<file path="src/rtl/oam_dma.sv">
// OAM DMA engine: a write to the DMA start register copies LEN bytes from {base, idx}
// into PPU OAM, one byte per M-cycle tick, after a one-tick startup delay.
module oam_dma #(
  parameter logic [15:0] REG_ADDR = 16'hFF46,
  parameter int          LEN      = 160
) (
  input  logic        clk,
  input  logic        reset,
  input  logic        tick,
  input  logic        reg_wr_en,
  input  logic [15:0] reg_addr,
  input  logic [7:0]  reg_wdata,
  output logic [7:0]  reg_rdata,
  output logic        src_rd_req,
  output logic [15:0] src_addr,
  input  logic [7:0]  src_rdata,
  output logic        oam_we,
  output logic [7:0]  oam_addr,
  output logic [7:0]  oam_wdata,
  output logic        dma_active
);

  typedef enum logic [1:0] {
    IDLE  = 2'd0,
    DELAY = 2'd1,
    READ  = 2'd2,
    WRITE = 2'd3
  } state_e;

  localparam logic [7:0] LAST_IDX = 8'(LEN - 1);

  state_e     state_q, state_d;
  logic [7:0] idx_q, idx_d;
  logic [7:0] base_q, base_d;

  logic       start;
  logic [7:0] eff_base;

  // NOTE: every variable written here gets a default first, so no path leaves it unassigned (no latch).
  always_comb begin
    start    = reg_wr_en && (reg_addr == REG_ADDR);
    eff_base = (base_q >= 8'hE0) ? (base_q - 8'h20) : base_q;

    state_d = state_q;
    idx_d   = idx_q;
    base_d  = base_q;

    unique case (state_q)
      IDLE:  state_d = IDLE;
      DELAY: if (tick) state_d = READ;
      READ:  if (tick) state_d = WRITE;
      WRITE: begin
        if (idx_q == LAST_IDX) begin
          state_d = IDLE;
        end else begin
          idx_d   = idx_q + 8'd1;
          state_d = READ;
        end
      end
      default: state_d = IDLE;
    endcase

    // A start write wins in every state; a byte already in WRITE still lands this clk.
    if (start) begin
      base_d  = reg_wdata;
      idx_d   = 8'd0;
      state_d = DELAY;
    end
  end

  // NOTE: sequential state uses non-blocking assignments so all flops update together on the edge.
  always_ff @(posedge clk or negedge reset) begin
    if (!reset) begin
      state_q <= IDLE;
      idx_q   <= 8'd0;
      base_q  <= 8'h00;
    end else begin
      state_q <= state_d;
      idx_q   <= idx_d;
      base_q  <= base_d;
    end
  end

  // Bus strobes decode from state so the read lands on the tick and the write one clk later,
  // matching the one-clk source latency; a concurrent restart drops the pending read.
  always_comb begin
    src_rd_req = (state_q == READ) && tick && !start;
    src_addr   = src_rd_req ? {eff_base, idx_q} : 16'h0000;
    oam_we     = (state_q == WRITE);
    oam_addr   = oam_we ? idx_q : 8'h00;
    oam_wdata  = oam_we ? src_rdata : 8'h00;
    dma_active = (state_q != IDLE);
    reg_rdata  = base_q;
  end

endmodule

</file>
<file path="config.mk">
export PLATFORM = sky130hd
export DESIGN_NAME = oam_dma
export DESIGN_NICKNAME = d
export VERILOG_FILES = /design/src/rtl/oam_dma.sv
export SDC_FILE = /design/constraint.sdc
export NUM_CORES = 1
export LEC_CHECK = 0
export CAP_MARGIN = 10
export CORE_ASPECT_RATIO = 1.1
export CORE_MARGIN = 2
export CORE_UTILIZATION = 38
export DETAILED_ROUTE_END_ITERATION = 8
export PLACE_DENSITY = 0.85
export SLEW_MARGIN = 40
export SYNTH_ARGS = -nofsm -noshare
export SYNTH_HDL_FRONTEND = slang
export SYNTH_SLANG_ARGS = --single-unit
</file>
<file path="constraint.sdc">
create_clock -name clk -period 4.65 [get_ports clk]
set_input_delay 0.93 -clock clk [delete_from_list [all_inputs] [get_ports clk]]
set_output_delay 0.93 -clock clk [all_outputs]
set_load 0.01 [all_outputs]
</file>
== Yosys cells after proc, flatten, opt, wreduce, memory -nomap -nowiden ==
Cells that the tools add are included.

* Bits in registers: 18
* Latch bits: 0
* Bits in writable memories: 0
* Memory bits (read-only): 0
* Input bits: 36
* Output and inout bits: 43
* Logic and storage cells: 35
* Memories: 0

* Add/subtract/negate cells: 2
* Multipliers: 0
* Div/mod/pow operators: 0
* Magnitude comparators: 1
* Eq/ne operators: 8
* Shift-type cells: 0
* Muxes and demuxes: 12
* Bitwise logic cells: 0
* Reduce and logical (&&, ||, !) cells: 9

{| class="wikitable"
|+ Operators by type and width
! kind !! number
|-
| $mux W8 || 6
|-
| $eq A16 B16 Y1 const B || 1
|-
| $mux W16 || 1
|-
| $add A8 B1 Y8 const B || 1
|-
| $eq A8 B8 Y1 const B || 1
|-
| $ge A8 B8 Y1 const B || 1
|-
| $mux W2 || 4
|-
| $pmux W2 S4 || 1
|-
| $sub A8 B6 Y8 const B || 1
|-
| $ne A3 B3 Y1 const B || 2
|-
| $eq A2 B2 Y1 const B || 2
|-
| $reduce_and A2 Y1 || 2
|-
| $reduce_bool A2 Y1 || 2
|-
| $logic_and A1 B1 Y1 || 3
|-
| $eq A2 B1 Y1 const B || 1
|-
| $logic_not A2 Y1 || 1
|-
| $ne A2 B2 Y1 const B || 1
|-
| $logic_not A1 Y1 || 1
|}

== Logic depth before layout (Yosys ltp) ==
* Depth after elaboration: 5
* Gate-level depth with buffers: 6
* Depth with buffers taken out: 5

== Worst setup path after synthesis ==
OpenSTA, ideal clock, no wires.

* Path kind: input -> output
* Start point: input port reg_addr[0]
* End point: output port src_addr[10]
* Arrival: 2,221 ps
* Required time: 3,720 ps
* Setup slack: 1,499 ps
* Stages on the path: 5
* Buffers on the path: 1
* Cell sequence: or4b_4 -> nor4_4 -> a21oi_2 -> buf_6 -> and2_4

* Word-level cells in the longest chain between the ends: 5

{| class="wikitable"
|+ RTL lines
! element !! RTL line !! text
|-
| start: declaration || 11 || <nowiki>input logic [15:0] reg_addr,</nowiki>
|-
| $eq A16 B16 Y1 || 41 || <nowiki>start = reg_wr_en && (reg_addr == REG_ADDR);</nowiki>
|-
| $logic_and A1 B1 Y1 || 41 ||
|-
| $logic_not A1 Y1 || 87 || <nowiki>src_rd_req = (state_q == READ) && tick && !start;</nowiki>
|-
| $logic_and A1 B1 Y1 || 87 ||
|-
| named net src_rd_req || 14 || <nowiki>output logic src_rd_req,</nowiki>
|-
| $mux W16 || 88 || <nowiki>src_addr = src_rd_req ? {eff_base, idx_q} : 16'h0000;</nowiki>
|-
| end: declaration || 15 || <nowiki>output logic [15:0] src_addr,</nowiki>
|}

The timed path passes the listed nets, and every way through them passes these cells.

== Worst setup path in the final report ==
* Start point: input port reg_addr[0]
* End point: output port src_addr[14]

* Word-level cells in the longest chain between the ends: 5

{| class="wikitable"
|+ RTL lines
! element !! RTL line
|-
| $eq A16 B16 Y1 || 41
|-
| $logic_and A1 B1 Y1 || 41
|-
| $logic_not A1 Y1 || 87
|-
| $logic_and A1 B1 Y1 || 87
|-
| $mux W16 || 88
|}

Every way passes these cells.

==> flow_summary.yaml <==
detailed_routing:
  routed_via_density: 5.38
  drc: 0
  drt-total-wl_mm: 3.43
  drt-wirelength-per-cell_um: 14.6
  drtAntennaViolNets: 0
  drtIter0Drc: 49
  dr_total_vias: 1265
  firstDrtPassIters: 4
power:
  power.density_nw_per_um2: 452
  peakVddDrop_mv: 0.308
  leakagePower_nw: 0.894
sta:
  clock.fmax_mhz: 240
  slew_headroom_pct: 52.4
  fin_crit_ps: 4170
  finalHoldViolations: 0
  holdWs_ps: 537
  setup_tns_ps: 0
  finalSetupViolCount: 0
  max_slew.worst_pin.slew_ps: 713
  min_period_over_period_pct: 89.7
  fin_ws_ps: 478
  slew_violations: 0
  rsz0062_at_grt: "no"
  fin_skew_ps: 0.376
hold_path:
  hold_class: "input port to async pin"
synthesis:
  synth-compound-area-share_pct: 7.08
  synth.area.top_cells: "dfrtp_1 38%, and3_1 9.0%, and2_4 6.7%"
  synth_top_family_by_area: "simple AND/OR/NAND/NOR gates"
  ys_ff_latch: 18
  synth_top_cell_by_area: "dfrtp_1"
  synth.mux.area_fraction_pct: 6.55
  ys_types: 34
  syn_area_um2: 1180
  synth_top_area_share_pct: 38.1
  synthSimpleGateAreaFrac_pct: 38.2
  synth_nets: 164
  synth_fa_ha_area_share_pct: 2.11
  synth_xor_area_share_pct: 2.96
  syn_avg_cell_area_um2: 9.39
  synthCells: 126
  ys_seq_area_share_pct: 38.1
  ys_warn_count: 0
grt:
  antenna_found_initial: 0
  grt_pass1_wl_mm: 5.69
  grt_use_met1_pct: 23.4
  grt_use_total_pct: 20.0
  overflow: 0
  grtUsageMet3_pct: 1.66
  top_usage_layer: "met2"
  grt_pass1_vias: 1247
  grt_util_met2_pct: 36.8
  grt_max_degree: 23
critical_path:
  critPathSlowestCell: "or4b_4"
  crit_top_cell: "clkdlybuf4s50_1"
  rrSetupSlack_ps: 2920
  end_kind: "primary output"
  worstPathMaxFanout: 16
  rr_worst_depth: 5
  path_cells: "clkdlybuf4s50_1 -> or4b_4 -> nor4_4 -> a21oi_2 -> and3_2 -> clkdlybuf4s50_1"
  start_kind: "input port"
  r2r-end: "idx_q[5]"
  reg2reg_from: "idx_q[0]"
  path_delay_family: "simple AND/OR/NAND/NOR gates"
  critPathBufInv: 2
  worstPathArrival_ps: 3240
  slowest_delay_ps: 560
  crit_type: "input port to primary output"
  required_ps: 3720
cts:
  cts_root_buffer: "clkbuf_4"
  clk_pin_slew_ps: 100
  hold_buffers: 0
  clkLatencyLatePin_ps: 300
  clockBufferDepth: 2
  numCtsBuffers: 3
  postCtsSetupRepairBufs: 0
  cts_sinks: 18
  ctsHtreeMaxLevel: 1
  cts_resized: 0
  cts_tree: "built"
die:
  fp.dieW_um: 57.2
  rows: 21
  die-area_um2: 3580
  start_util_pct: 39.2
  num_io_pins: 79
  core_um2: 3020
  die_h_um: 62.5
place:
  post-place-cells: 231
  dpl.hpwl_mm: 2.73
  place_congestion: 0.837
  pre_cts_ws_ps: 479
  place_area_um2: 1970
  io_buffers: 78
layout:
  fin_nets: 240
  layout_commonest_cell: "clkdlybuf4s50_1"
  syn2layout_area_growth_pct: 69.0
  postLayoutCellArea_um2: 2000
  mostFrequentLayoutCells: "77 x clkdlybuf4s50_1, 18 x dfrtp_1, 17 x and3_1"
  drive_gt1_share_pct: 15.4
  antenna_cells: 0
  instances_no_fill: 235
run_status:
  status: "finished, final reports clean"
run:
  max_cap_violations: 0
==> sequential cells by signal (all words and copies together), names as in the netlist <==
name,cells
state_q,2
reg_rdata,8
idx_q,8
==> how the worst max path moves through the flow <==
stage	startpoint	to	slack [ps]	cells after the start
after floorplan	reg_addr[0]	src_addr[10]	1500	5
after global placement	reg_addr[0]	src_addr[14]	560	6
after detailed placement	reg_addr[0]	src_addr[14]	480	6
after CTS	reg_addr[0]	src_addr[14]	480	6
after global routing	reg_addr[0]	src_addr[15]	410	6
final	reg_addr[0]	src_addr[14]	480	6
==> synthesized netlist by cell type <==
master,n
a311oi_1,1
inv_1,4
o211a_1,1
or2_2,1
nor4bb_1,1
buf_6,1
mux2_2,6
and2_4,9
and2_2,4
xor2_1,1
o21ai_0,3
and3_2,2
xnor2_1,3
nor2_1,9
nand4_1,4
and3b_1,1
or4_1,1
or4b_4,1
nor4_4,1
nand3_1,9
nand3b_1,2
mux2i_1,1
a21oi_2,1
nor3_1,2
nand2b_1,1
buf_4,2
and3_1,17
ha_1,2
a21oi_1,5
a211oi_1,1
dfrtp_1,18
nand2_1,5
clkbuf_1,5
a2111oi_0,1
==> logic make-up (layout without fill, tap and decap cells) <==
family / after synthesis / in the layout
adder cells (fa/ha/maj): 2 / 2
XOR/XNOR: 4 / 4
flip-flops: 18 / 18
AND/OR/NAND/NOR: 70 / 70
AO/OA/AOI/OAI: 13 / 13
multiplexers: 7 / 7
buffers and inverters: 12 / 87
==> final cells by class <==
| type | instances | area [µm²] |
|---|---|---|
| tap | 34 | 42.5 |
| sequential | 18 | 450 |
| clock buffer | 4 | 36.3 |
| fill | 260 | 1020 |
| timing repair buffer | 79 | 783 |
| inverter | 4 | 15.0 |
| multi-input combinational | 96 | 673 |
==> routing by layer <==
metal  wire length [µm]  vias to the layer above  share of wire, %
met4                 54                        0               1.6
met3                218                        4               6.4
met5                  0                        -                 0
li1                   -                      598                 -
met2               1900                       63                55
met1               1260                      600                37
==> per-stage QoR <==
step	power (mW)	util, %
after floorplan	0.546	-
after global placement	0.793	65.2
after detailed placement	0.814	65.2
after CTS	0.911	66.4
after global routing	0.971	66.2
final	0.905	66.2
==> power by group <==
| part | internal [mW] | switching, mW |
|---|---|---|
| sequential | 0.201 | 0.0950 |
| combinational | 0.307 | 0.205 |
| clock | 0.0478 | 0.0499 |
| total | 0.555 | 0.350 |
Power figures use the tool's default switching activity.
==> edit (same flow settings) <==
Put a register stage on the output `src_addr`. The value now appears one clock later. The other outputs are not delayed to match.
--- a/src/rtl/oam_dma.sv
+++ b/src/rtl/oam_dma.sv
@@ -28,6 +28,8 @@
   } state_e;
 
   localparam logic [7:0] LAST_IDX = 8'(LEN - 1);
+
+  logic [15:0] src_addr_d;
 
   state_e     state_q, state_d;
   logic [7:0] idx_q, idx_d;
@@ -85,7 +87,7 @@
   // matching the one-clk source latency; a concurrent restart drops the pending read.
   always_comb begin
     src_rd_req = (state_q == READ) && tick && !start;
-    src_addr   = src_rd_req ? {eff_base, idx_q} : 16'h0000;
+    src_addr_d = src_rd_req ? {eff_base, idx_q} : 16'h0000;
     oam_we     = (state_q == WRITE);
     oam_addr   = oam_we ? idx_q : 8'h00;
     oam_wdata  = oam_we ? src_rdata : 8'h00;
@@ -93,5 +95,9 @@
     reg_rdata  = base_q;
   end
 
+  always_ff @(posedge clk) begin
+    src_addr <= src_addr_d;
+  end
+
 endmodule
 
Check against the original RTL: not equivalent (a bounded check fails within 4 cycles, from zero or initial values and one cycle with reset low).
==> edit against the unedited design <==
Sequential cell count rose by 16. Area after synthesis rose by 30%. Worst setup slack improved by 0.22 ns. First-iteration DRC count rose by 12%. Final area rose by 19%. Routed wire length fell by 1.5%. Via count rose by 6.0%. Total power fell by 6.4%. Critical endpoint is now src_rd_req. Largest cell class unchanged.
==> edit: results (changes against the unedited design) <==
outcome=complete, no violations (unchanged); syn_nets=188 (was 164); combinational power=0.217 mW (was 0.512 mW); sw power=0.255 mW (was 0.350 mW); relative slew slack=50.5% (was 52.4%); Pleak=1.02 nW (was 0.894 nW); clkbuf count=6 (was 4); placed cell count=265 (was 231); Non-clock buffer share=32.5% (was 39.1%); commonest cells in the netlist=and3_1, dfrtp_1, dfxtp_1 (was dfrtp_1, and3_1, and2_4, nand3_1, nor2_1); Num CTS Buffers=5 (was 3); Flop pwr share=47.6% (was 32.7%); area of the multi-input gates=672 sq um (was 673 sq um); Area contributors post-synth=dfrtp_1, dfxtp_1, and3_1 (was dfrtp_1, and3_1, and2_4); Seq cells=34 (was 18); clk cell area share=3.98% (was 1.81%); Non-Clock Inverter Count=3 (was 4); CTS root buf=clkbuf_8 (was clkbuf_4); via/cell ratio=4.91 (was 5.38); # resized after CTS=0 (unchanged); H-Tree Depth=2 (was 1); R2R setup slack=2.82 ns (was 2.92 ns); post-synthesis mux area share=5.69% (was 6.55%); FILL cells=337 (was 260); Layout Cells excl Fill=273 (was 235); Post-DP Area=2300 sq um (was 1970 sq um); comb_multi_in=98 (was 96); CP arrival=3.02 ns (was 3.24 ns); Port-buffer cells=78 (unchanged); min-delay worst type=register to register (was primary input to asynchronous set/reset pin); hold_ws=0.495 ns (was 0.537 ns); share of layout cells above drive strength 1=8.60% (was 15.4%); hpwl dp=2530 microns (was 2730 microns); clock slew at reported path FFs=0.07 ns (was 0.10 ns); Reg-to-Reg End=idx_q[7] (was idx_q[5]); Gate Count Post-Synth=150 (was 126); CP delay by family, top=buffers and inverters (was simple AND/OR/NAND/NOR gates); Initial DRT Pass Iterations=3 (was 4); Sequential Area=771 sq um (was 450 sq um); GRT Overall Usage=16.0% (was 20.0%); Routed WL=3370 microns (was 3430 microns); Synth cell types=36 (was 34); initial drt markers=55 (was 49); asr flop ratio synth=52.9% (was 100%); pwr dens=354 nW/um^2 (was 452 nW/um^2); nets@finish=258 (was 240); share of the yosys chip area belonging to registers=50.0% (was 38.1%); GPL Wtd Cong=0.800 (was 0.837); Post-Synth XOR/XNOR Area=1.71% (was 2.96%); Setup Skew=0.00149 ns (was 0.000376 ns); Setup WS pre-CTS=0.694 ns (was 0.479 ns); clk_lat worst skew=0.28 ns (was 0.30 ns); worst vdd rail ir drop=126 uV (was 308 uV); initial antenna violation count=0 (unchanged); first-pass GRT wire length=5650 microns (was 5690 microns)
edit: per-layer routing:
metal | GRT usage [%] | wire (microns) | vias to the layer above
li1 | - | - | 659
met1 | 16.5 | 1270 | 608
met2 | 27.5 | 1720 | 65
met3 | 5.25 | 288 | 9
met4 | 10.4 | 95 | 0
met5 | 0 | 0 | -
edit: how the worst max path moves through the flow:
stage,from,end,slack [ns]
finish,reg_addr[0],src_rd_req,0.70
global route,reg_addr[0],src_rd_req,0.58
CTS,reg_addr[0],src_rd_req,0.69
detailed placement,reg_addr[0],src_rd_req,0.69
global placement,reg_addr[0],src_rd_req,0.70
floorplan,reg_addr[0],src_rd_req,1.61
edit: logic make-up after synthesis:
logic type,count (synthesis)
flops,34
compound gates,14
mux,8
simple gates,71
buf+inv,18
fa+ha+maj,2
xor+xnor,3
edit: worst register-to-register path: stages (launching register included):
cell and delay (ns):
dfrtp_1 0.46, ha_1 0.28, and3_1 0.24, a211oi_1 0.42, mux2i_1 0.23, nor3_1 0.06
